--- src/rtl/mux_stream_deser.sv ---
// Serial-to-parallel capture stage behind the 2:1 mux: assembles WIDTH bits LSB-first into a one-entry valid/ready buffer.
// Optional even-parity frame bit enabled by defining MUX_DESER_PARITY_EN.
module mux_stream_deser #(
    parameter int WIDTH = 8
) (
    input  logic                         CLK,
    input  logic                         RST_N,
    input  logic                         Y,
    input  logic                         Y_VLD,
    input  logic                         CLR,
    output logic [WIDTH-1:0]             DOUT,
    output logic                         DOUT_VLD,
    input  logic                         DOUT_RDY,
    output logic                         OVF,
    output logic                         PERR,
    output logic [$clog2(WIDTH+1)-1:0]   BIT_CNT
);

    localparam int CW = $clog2(WIDTH+1);

`ifdef MUX_DESER_PARITY_EN
    typedef enum logic {S_DATA, S_PAR} state_t;
`else
    typedef enum logic {S_DATA} state_t;
`endif

    state_t           state, state_n;
    logic [WIDTH-1:0] shreg, shreg_n;
    logic [CW-1:0]    cnt, cnt_n;
    logic [WIDTH-1:0] dout_q, dout_n;
    logic             vld_q, vld_n;
    logic             ovf_q, ovf_n;
    logic             commit;
    logic [WIDTH-1:0] word;
`ifdef MUX_DESER_PARITY_EN
    logic             perr_q, perr_n;
    logic             par;
`endif

    always_ff @(posedge CLK or negedge RST_N) begin
        if (!RST_N) begin
            state  <= S_DATA;
            shreg  <= '0;
            cnt    <= '0;
            dout_q <= '0;
            vld_q  <= 1'b0;
            ovf_q  <= 1'b0;
`ifdef MUX_DESER_PARITY_EN
            perr_q <= 1'b0;
`endif
        end else begin
            state  <= state_n;
            shreg  <= shreg_n;
            cnt    <= cnt_n;
            dout_q <= dout_n;
            vld_q  <= vld_n;
            ovf_q  <= ovf_n;
`ifdef MUX_DESER_PARITY_EN
            perr_q <= perr_n;
`endif
        end
    end

    always_comb begin
        state_n = state;
        shreg_n = shreg;
        cnt_n   = cnt;
        dout_n  = dout_q;
        vld_n   = vld_q;
        ovf_n   = ovf_q;
        commit  = 1'b0;
        word    = shreg;
`ifdef MUX_DESER_PARITY_EN
        perr_n  = perr_q;
        par     = 1'b0;
`endif
        if (CLR) begin
            state_n = S_DATA;
            shreg_n = '0;
            cnt_n   = '0;
            dout_n  = '0;
            vld_n   = 1'b0;
            ovf_n   = 1'b0;
`ifdef MUX_DESER_PARITY_EN
            perr_n  = 1'b0;
`endif
        end else begin
            if (vld_q && DOUT_RDY)
                vld_n = 1'b0;
            if (Y_VLD) begin
                case (state)
                    S_DATA: begin
                        for (int unsigned i = 0; i < WIDTH; i++)
                            if (CW'(i) == cnt)
                                shreg_n[i] = Y;
                        if (cnt == CW'(WIDTH-1)) begin
`ifdef MUX_DESER_PARITY_EN
                            state_n = S_PAR;
                            cnt_n   = cnt + CW'(1);
`else
                            commit  = 1'b1;
                            word    = shreg_n;
                            cnt_n   = '0;
`endif
                        end else begin
                            cnt_n = cnt + CW'(1);
                        end
                    end
`ifdef MUX_DESER_PARITY_EN
                    S_PAR: begin
                        commit  = 1'b1;
                        word    = shreg;
                        par     = (^shreg) ^ Y;
                        state_n = S_DATA;
                        cnt_n   = '0;
                    end
`endif
                    default: ;
                endcase
            end
            // A full, unaccepted buffer keeps its word; the new one is dropped and flagged.
            if (commit) begin
                if (!vld_q || DOUT_RDY) begin
                    dout_n = word;
                    vld_n  = 1'b1;
`ifdef MUX_DESER_PARITY_EN
                    perr_n = par;
`endif
                end else begin
                    ovf_n = 1'b1;
                end
            end
        end
    end

    assign DOUT     = dout_q;
    assign DOUT_VLD = vld_q;
    assign OVF      = ovf_q;
    assign BIT_CNT  = cnt;
`ifdef MUX_DESER_PARITY_EN
    assign PERR     = perr_q;
`else
    assign PERR     = 1'b0;
`endif

endmodule

--- config.mk ---
export PLATFORM = sky130hd
export DESIGN_NAME = mux_stream_deser
export DESIGN_NICKNAME = d
export VERILOG_FILES = /design/src/rtl/mux_stream_deser.sv
export SDC_FILE = /design/constraint.sdc
export NUM_CORES = 1
export LEC_CHECK = 0
export CAP_MARGIN = 40
export CORE_ASPECT_RATIO = 1.5
export CORE_MARGIN = 1
export CORE_UTILIZATION = 28
export CTS_CLUSTER_DIAMETER = 50
export DETAILED_ROUTE_END_ITERATION = 16
export GPL_ROUTABILITY_DRIVEN = 0
export SLEW_MARGIN = 10
export SYNTH_ARGS = -nofsm -noshare
export SYNTH_HDL_FRONTEND = slang
export SYNTH_SLANG_ARGS = --single-unit
--- constraint.sdc ---
create_clock -name CLK -period 1.4 [get_ports CLK]
set_clock_uncertainty 0.15 [all_clocks]
set_input_delay 0.21 -clock CLK [delete_from_list [all_inputs] [get_ports CLK]]
set_output_delay 0.21 -clock CLK [all_outputs]
set_load 0.02 [all_outputs]
Word-level counts from Yosys, hierarchy flattened
Cells that the tools add are included.

Bits in read-only memories: 0. Bits of input ports: 6. Output and inout port bits: 15. Register bits after elaboration: 22. Bits in writable memories: 0. Memories kept: 0. Latch bits: 0.

$mul: 0. Muxes and demuxes: 28. Bitwise logic cells: 0. Equal/unequal tests: 9. Add/sub/neg operators: 1. Shift-type cells: 0. Reduce and logical (&&, ||, !) cells: 9. $lt $le $gt $ge: 0. Divide/modulo/power cells: 0.

Operators by type and width (count): 8-bit 2-to-1 mux (7); 1-bit 2-to-1 mux (18); 3-bit by 4-bit == test with 1-bit output (first input constant) (4); 4-bit 2-to-1 mux (3); 2-bit by 4-bit == test with 1-bit output (first input constant) (2); 2-bit nonzero test (3); 4-bit by 1-bit adder with 4-bit output (second input constant) (1); 1-bit by 4-bit == test with 1-bit output (first input constant) (1); 4-bit by 3-bit == test with 1-bit output (second input constant) (1); 4-bit logical NOT (1); 2-bit AND reduction (2); 2-bit != test (second input constant) (1); 1-bit logical AND (1); 1-bit logical NOT (1); 1-bit logical OR (1).

Longest topological paths before layout
Gate-level depths: netlist (run 1).

Word-level depth: 7. Depth in mapped cells: 5.

Worst setup path before layout (run 1)
Ideal clock, no wire load.

Path type: register to register. From: reg cnt[0], in the netlist BIT_CNT[0]. To: reg dout_q[4], in the netlist DOUT[4]. Stages on the path, launching flop included: 6. Buffers on the path: 1. Path slack: -213 ps. Data arrival time: 1369 ps. Required time: 1156 ps. Cells stage by stage: dfrtp_1 ha_1 and4b_1 buf_4 a21oi_1 a211oi_1.

Longest elaborated chain between the ends: 7. Elaborated cells on any way between the ends: 13.

Ends and longest elaborated chain: from (decl) (line 29) `logic [CW-1:0] cnt, cnt_n;`; from (signal assigned) (line 54) `cnt <= cnt_n;`; 3-bit by 4-bit == test with 1-bit output (line 94) `if (CW'(i) == cnt)`; 1-bit 2-to-1 mux (line 94); 8-bit 2-to-1 mux (line 96) `if (cnt == CW'(WIDTH-1)) begin`; 8-bit 2-to-1 mux (line 90) `if (Y_VLD) begin`; 8-bit 2-to-1 mux (line 123) `if (!vld_q || DOUT_RDY) begin`; 8-bit 2-to-1 mux (line 122) `if (commit) begin`; 8-bit 2-to-1 mux (line 77) `if (CLR) begin`; to (signal assigned) (line 55) `dout_q <= dout_n;`; to (decl) (line 30) `logic [WIDTH-1:0] dout_q, dout_n;`.

Parallel ways exist; a longest one is shown, timed or not. The select of a mux whose other input is x is not followed. A chain may end at the register's enable or synchronous reset.

Worst setup path in the final report (run 1)
From: reg cnt[0], in the netlist BIT_CNT[0]. To: reg ovf_q, in the netlist OVF.

Longest elaborated chain between the ends: 6.

Ends and longest elaborated chain: 4-bit by 3-bit == test with 1-bit output (line 96); 1-bit 2-to-1 mux (line 96); 1-bit 2-to-1 mux (line 90); 1-bit 2-to-1 mux (line 77); 2-bit nonzero test (no source line); 2-bit AND reduction (no source line); to (signal assigned) (line 57) `ovf_q <= ovf_n;`; to (decl) (line 32) `logic ovf_q, ovf_n;`.

Every way passes these cells. The select of a mux whose other input is x is not followed.

==> results of run 1 <==
-- placed cells by master (no fill, tap or decap), types with 2 or more instances in the layout --
cell             count
a211oi_1             4
a211oi_2             2
a21oi_1              8
a21oi_2              3
and4b_2              2
and4bb_2             4
buf_4               14
buf_6                8
clkbuf_8             3
clkdlybuf4s15_2      2
clkdlybuf4s50_1      4
dfrtp_1             17
dfrtp_2              4
dlygate4sd2_1       11
ha_4                 4
inv_4                2
mux2i_1             14
nand2_1              2
nand3_1              2
nand4b_1             4
nor2_1              10
nor3b_2              2
o21ai_1              2
-- report_power, final --
part | switching (mW) | internal (mW) | total [mW]
clock | 0.195 | 0.198 | 0.394
combinational | 0.109 | 0.129 | 0.238
sequential | 0.0185 | 0.618 | 0.636
total | 0.323 | 0.945 | 1.27
-- flip-flops by register name, summed over array words and instances (netlist names) --
register,count
OVF,1
DOUT,8
shreg,7
DOUT_VLD,1
BIT_CNT,4
-- repair_timing --
item | CTS | global route
gates cloned | 1 | 0
buffers inserted | 4 | 1
gates resized for setup | 38 | 3
setup endpoints to repair | 30 | 20
pin swaps | 18 | 4
hold endpoints to repair | 0 | 0
-- kinds of logic after synthesis --
group                      after synthesis  share of synthesized area [%]
other                                    1                          0.325
muxes                                   14                           12.1
buffers and inverters                   11                           5.64
AOI/OAI and AO/OA                       19                           9.98
adders and majority gates                4                           4.34
and+or+nand+nor                         33                           20.5
DFF                                     21                           45.6
xor gates and xnor gates                 2                           1.52
-- worst register-to-register path, stage by stage, from the launching register on --
cell and delay [ps]:
dfrtp_2 480, ha_4 210, and4b_2 270, buf_6 150, a21oi_2 120, nor2_1 50
-- layer usage --
| layer | part of all wire, % | global-route usage [%] |
|---|---|---|
| met1 | 36 | 16.2 |
| met2 | 57 | 25.4 |
| met3 | 3.1 | 1.89 |
| met4 | 4.2 | 10.0 |
| met5 | 0 | 0 |
-- cell type report --
cell class / instances / area [um2]
inverters: 2 / 12.5
multi-input cells: 74 / 659
flip-flops and latches: 21 / 531
clock inverters: 1 / 5.00
clock buffers: 3 / 41.3
fillers: 401 / 2270
repair buffers: 41 / 384
well taps: 45 / 56.3
-- synthesized netlist by cell type --
master,instances,area [um2]
xnor2_1,1,8.76
ha_1,4,50.1
and4bb_2,4,50.1
a211oi_1,5,37.5
dfrtp_1,21,526
nand2_1,2,7.51
nand3_1,2,10.0
buf_4,2,15.0
nor3_1,1,5.00
inv_1,2,7.51
buf_2,1,5.00
nand3b_1,1,7.51
a21oi_1,11,55.1
conb_1,1,3.75
nor3b_2,3,37.5
or3_1,1,6.26
nor2b_1,1,6.26
nor2_1,10,37.5
mux2i_1,14,140
nand4b_1,4,35.0
nand2b_1,1,6.26
nor2_4,1,11.3
and4b_1,1,10.0
o21ai_0,2,10.0
xor2_1,1,8.76
clkbuf_1,4,15.0
buf_6,2,22.5
a211oi_2,1,12.5
nand4_1,1,6.26
-- final timing paths --
path                            start         end  depth (start not counted)  slack, ps
setup reg to reg           BIT_CNT[0]         OVF                          5       -130
min in group CLK             shreg[5]    shreg[5]                          2        390
max in group asynchronous       RST_N  BIT_CNT[2]                          2        730
hold reg to reg              shreg[5]    shreg[5]                          2        390
setup / recovery           BIT_CNT[0]         OVF                          5       -130
hold / removal                  RST_N    shreg[1]                          2        130
-- per-stage QoR --
step | instance area, um2 | hold WS, ps | utilization, % | TNS [ps] | std cells
2_1_floorplan | 1210 | -236 | - | -790 | 105
3_3_place_gp | 1540 | 335 | 38.9 | -3980 | 177
3_5_place_dp | 1540 | 367 | 38.9 | -4450 | 177
4_1_cts | 1670 | 142 | 42.2 | -1060 | 186
5_1_grt | 1690 | 153 | 42.7 | -2250 | 187
6_report | 1690 | 131 | 42.7 | -1060 | 187
==> results by group, run 1 <==
Run status
  – Status: complete, but fails checks
  – Failing checks: setup timing

Clock tree
  – Num CTS Buffers: 3
  – CTS Buffer Depth: 2
  – H-tree depth reported by CTS: 1
  – CTS tree: built
  – Clock latency on the worst-skew pair: 260 ps
  – Sinks on the clock net: 21
  – Clock slew at reported path FFs: 70 ps
  – Clock Tree Root: clkbuf_8
  – CTS Hold Bufs: 0

Min path
  – HP Class: input pin to async pin

Logic synthesis
  – Syn Nets: 115
  – Syn Area/Cell: 11.0 um2
  – Yosys cell types: 29
  – Flops & latches, synth: 21
  – Sequential fraction of the synthesis area: 45.6%
  – Synth Warn #: 0
  – Syn Inst Count: 105
  – Mapped Area: 1150 um2

Global routing
  – Remaining Overflow, GRT: 0
  – Vias in the first global route: 975
  – First-pass GRT wire length: 4600 um
  – Initial antenna violation count: 0
  – Largest net degree at the start of global routing: 22
  – Total Routing Usage GR: 14.9%

Placement
  – PortBufs: 19
  – Post-DP HPWL: 1900 um
  – Pre-CTS setup slack: -340 ps

Floorplanning
  – Area of the core: 3960 um2
  – Die Ht: 80.6 um
  – Number of top-level pins: 21
  – Starting Density: 29.1%
  – Placement row count: 28
  – Die X-Extent: 54.4 um
  – Die ar.: 4390 um2

Power
  – Power Total: 1.27 mW
  – PwrDens: 751 nW/um2
  – Leakage: 0.767 nW
  – Worst VDD drop: 0.000516 V

STA
  – Fin crit period: 1530 ps
  – RSZ-0062 raised after global routing: true
  – Final Hold Fails: 0
  – Fmax: 0.654 GHz
  – Fin. max-slew vios: 0
  – Final setup margin: -128 ps
  – # setup viols final: 16
  – Period utilisation layout: 109%

Setup path
  – CP Class: flip-flop to flip-flop
  – CP Data Required Time: 1400 ps
  – Buffer and inverter count on the worst path: 1
  – CP Cell Sequence: ha_4 > and4b_2 > buf_6 > a21oi_2 > nor2_1
  – Worst setup SP type: flip-flop
  – WP data arrival: 1530 ps
  – Crit. End Element: flip-flop
  – Crit Path Max Fanout: 6
  – Critical path's largest stage delay: 480 ps
  – Slowest CP cell: dfrtp_2
  – CP top delay family: flip-flops

Routing
  – Final ANT Viol Nets: 0
  – 1st-pass router iterations: 4
  – # DRC: 0
  – Total Wirelength: 2750 um
  – Detailed-route via count: 936
  – Vias per cell: 5.01
  – Initial DRC count: 8
  – Per-cell routed wire length: 14.7 um

Layout
  – NumNets Final: 153
  – ANT cells: 0
  – P&R area growth vs syn: 46.4%
  – Layout cells sized above 1: 38.7%

Run
  – Maxcap violations: 0
No activity file was read; power rests on OpenSTA's default activity.
==> run 2, diff against run 1 <==
- CTS_CLUSTER_DIAMETER: 50 -> 200
- HOLD_SLACK_MARGIN: unset -> 0.06
==> results of run 2 <==
No change in the layout: final DEF, timing and power equal those of run 1.
==> run 3, diff against run 2 <==
- clock period: 1.4 -> 1.7 ns (I/O delays scaled with it)
==> run 3 against run 2 <==
Effect of this change: the flow now finishes without violations; worst setup slack better by 190 ps; utilization down 5.8 points; power down 22%; sequential power down 18%; critical path depth down 4; via count down 9.4%; global-route usage down 3.2 points; first-iteration DRC count up 140%; critical endpoint is now DOUT_VLD; largest cell class unchanged; largest power group unchanged; highest routed layer unchanged.
==> results by group, run 3 (synthesis results as in run 1) <==
Layout
  – Multi-input gate area in the final layout: 566 um2 (was 659 um2)
  – NumNets Final: 139 (was 153)
  – Most common cell after layout, fill and taps aside: dfrtp_1 (unchanged)
  – # fillers: 397 (was 401)
  – Most frequent cells in the layout: 19 x dfrtp_1, 15 x clkdlybuf4s50_1, 14 x mux2i_1 (was 17 x dfrtp_1, 14 x mux2i_1, 14 x buf_4)
  – Layout cells sized above 1: 19.5% (was 38.7%)
  – Number of flip-flops in the largest register: 8 (unchanged)
  – Register area: 528 um2 (was 531 um2)
  – P&R area growth vs syn: 26.6% (was 46.4%)
  – ANT cells: 0 (unchanged)

Floorplanning
  – Die Ht: 80.6 um (unchanged)
  – Placement row count: 28 (unchanged)
  – Number of top-level pins: 21 (unchanged)
  – Starting Density: 29.1% (unchanged)
  – Area of the core: 3960 um2 (unchanged)
  – Die ar.: 4390 um2 (unchanged)
  – Die X-Extent: 54.4 um (unchanged)

Power
  – Clock power frac: 33.8% (was 31.1%)
  – Gate power share: 13.6% (was 18.7%)
  – Worst VDD drop: 0.000292 V (was 0.000516 V)
  – PwrDens: 675 nW/um2 (was 751 nW/um2)
  – Switch Pwr: 251 uW (was 323 uW)
  – Seq pwr share: 52.7% (was 50.2%)
  – Leakage: 0.652 nW (was 0.767 nW)
  – Switching Fraction: 25.4% (was 25.5%)
  – Int Pwr: 736 uW (was 945 uW)

Clock tree
  – Clock Tree Root: clkbuf_8 (unchanged)
  – Num CTS Buffers: 3 (unchanged)
  – CTS tree: built (unchanged)
  – Clock latency on the worst-skew pair: 260 ps (about the same)
  – H-tree depth reported by CTS: 1 (unchanged)
  – Clock slew at reported path FFs: 80 ps (was 70 ps)
  – Sinks on the clock net: 21 (unchanged)
  – Post-CTS setup buffers: 0 (was 4)
  – CTS Buffer Depth: 2 (unchanged)

Global routing
  – First-pass GRT wire length: 3780 um (was 4600 um)
  – Vias in the first global route: 854 (was 975)
  – Remaining Overflow, GRT: 0 (unchanged)
  – Total Routing Usage GR: 11.7% (was 14.9%)
  – Initial antenna violation count: 0 (unchanged)
  – Largest net degree at the start of global routing: 22 (unchanged)

Setup path
  – Critical path's largest stage delay: 610 ps (was 480 ps)
  – CP Class: flip-flop to output pin (was flip-flop to flip-flop)
  – Buffer and inverter count on the worst path: 1 (unchanged)
  – CP top delay family: buffers and inverters (was flip-flops)
  – R2R Setup Slk: 110 ps (was -130 ps)
  – CP Cell Sequence: clkdlybuf4s50_1 (was ha_4 > and4b_2 > buf_6 > a21oi_2 > nor2_1)
  – Crit. End Element: output pin (was flip-flop)
  – WP data arrival: 1240 ps (was 1530 ps)
  – Crit Path Max Fanout: 3 (was 6)
  – Worst setup SP type: flip-flop (unchanged)
  – Slowest CP cell: clkdlybuf4s50_1 (was dfrtp_2)
  – CP Data Required Time: 1290 ps (was 1400 ps)

Routing
  – Initial DRC count: 19 (was 8)
  – Top Layer Used: met4 (unchanged)
  – Per-cell routed wire length: 13.2 um (was 14.7 um)
  – Final ANT Viol Nets: 0 (unchanged)
  – Total Wirelength: 2280 um (was 2750 um)
  – 1st-pass router iterations: 4 (unchanged)
  – Routed length on met1: 967 um (was 988 um)
  – Met3 routed wirelength: 58 um (was 84 um)
  – DR WL met2: 1200 um (was 1560 um)
  – Vias per cell: 4.90 (was 5.01)
  – Detailed-route via count: 848 (was 936)
  – # DRC: 0 (unchanged)

STA
  – Period utilisation layout: 96.6%
  – Fmax: 0.609 GHz
  – Final setup margin: 58.6 ps (was -128 ps)
  – # setup viols final: 0 (was 16)
  – Fin crit period: 1640 ps
  – Final Hold Fails: 0 (unchanged)
  – Hold slack: 184 ps (was 131 ps)
  – Fin. max-slew vios: 0 (unchanged)
  – RSZ-0062 raised after global routing: true (unchanged)

Run status
  – Status: completed (was complete, but fails checks)

Run
  – Maxcap violations: 0 (unchanged)

Placement
  – Pre-CTS setup slack: -39.7 ps (was -340 ps)
  – Post-DP HPWL: 1670 um (was 1900 um)
  – PortBufs: 19 (unchanged)

Min path
  – HP Class: input pin to async pin (unchanged)
run 3: worst register-to-register path, stage by stage, from the launching register on:
cell	delay (ps)
dfrtp_2	450
inv_1	90
ha_1	210
nor3b_2	200
mux2i_1	260
a211oi_2	100
run 3: worst paths after layout:
check	from	endpoint	cells after the start
setup / recovery	DOUT_VLD	DOUT_VLD	1
hold / removal	RST_N	BIT_CNT[2]	2
setup reg to reg	BIT_CNT[0]	DOUT[0]	5
hold reg to reg	OVF	OVF	2
max in group asynchronous	RST_N	BIT_CNT[1]	2
min in group CLK	OVF	OVF	2
run 3: cell type report:
| type | instances | share of cell area [%] |
|---|---|---|
| well taps | 45 | 3.86 |
| repair buffers | 28 | 17.6 |
| multi-input cells | 73 | 38.7 |
| flip-flops and latches | 21 | 36.2 |
| clock buffers | 3 | 2.83 |
| clock inverters | 1 | 0.343 |
| inverters | 2 | 0.514 |
run 3: power by group through the flow:
stage,Sequential (mW),Clock (mW),Combinational (mW)
global placement,0.529,0,0.137
floorplan,0.533,0,0.0768
finish,0.519,0.333,0.134
detailed placement,0.529,0,0.138
CTS,0.519,0.344,0.136
global route,0.522,0.362,0.148
run 3: through the flow:
stage                     total power, mW  cell area, um2  util [%]  TNS [ps]  instances
after floorplan                     0.609            1150         -         0        105
final                               0.986            1460      36.9         0        173
after detailed placement            0.666            1410      35.6      -272        169
after global placement              0.666            1410      35.6     -63.2        169
after CTS                           0.998            1450      36.7         0        173
after global routing                 1.03            1460      36.9    -0.562        173
run 3: layer usage:
| layer | vias to the layer above | GRT usage, % |
|---|---|---|
| met2 | 15 | 19.6 |
| met3 | 6 | 2.27 |
| met5 | - | 0 |
| li1 | 419 | - |
| met1 | 408 | 13.5 |
| met4 | 0 | 5.64 |
run 3: what timing repair did:
| item | CTS | global route |
|---|---|---|
| resized for setup | 3 | 4 |
| hold buffers | 0 | 0 |
| setup endpoints to repair | 3 | 9 |
| pin swaps | 0 | 0 |
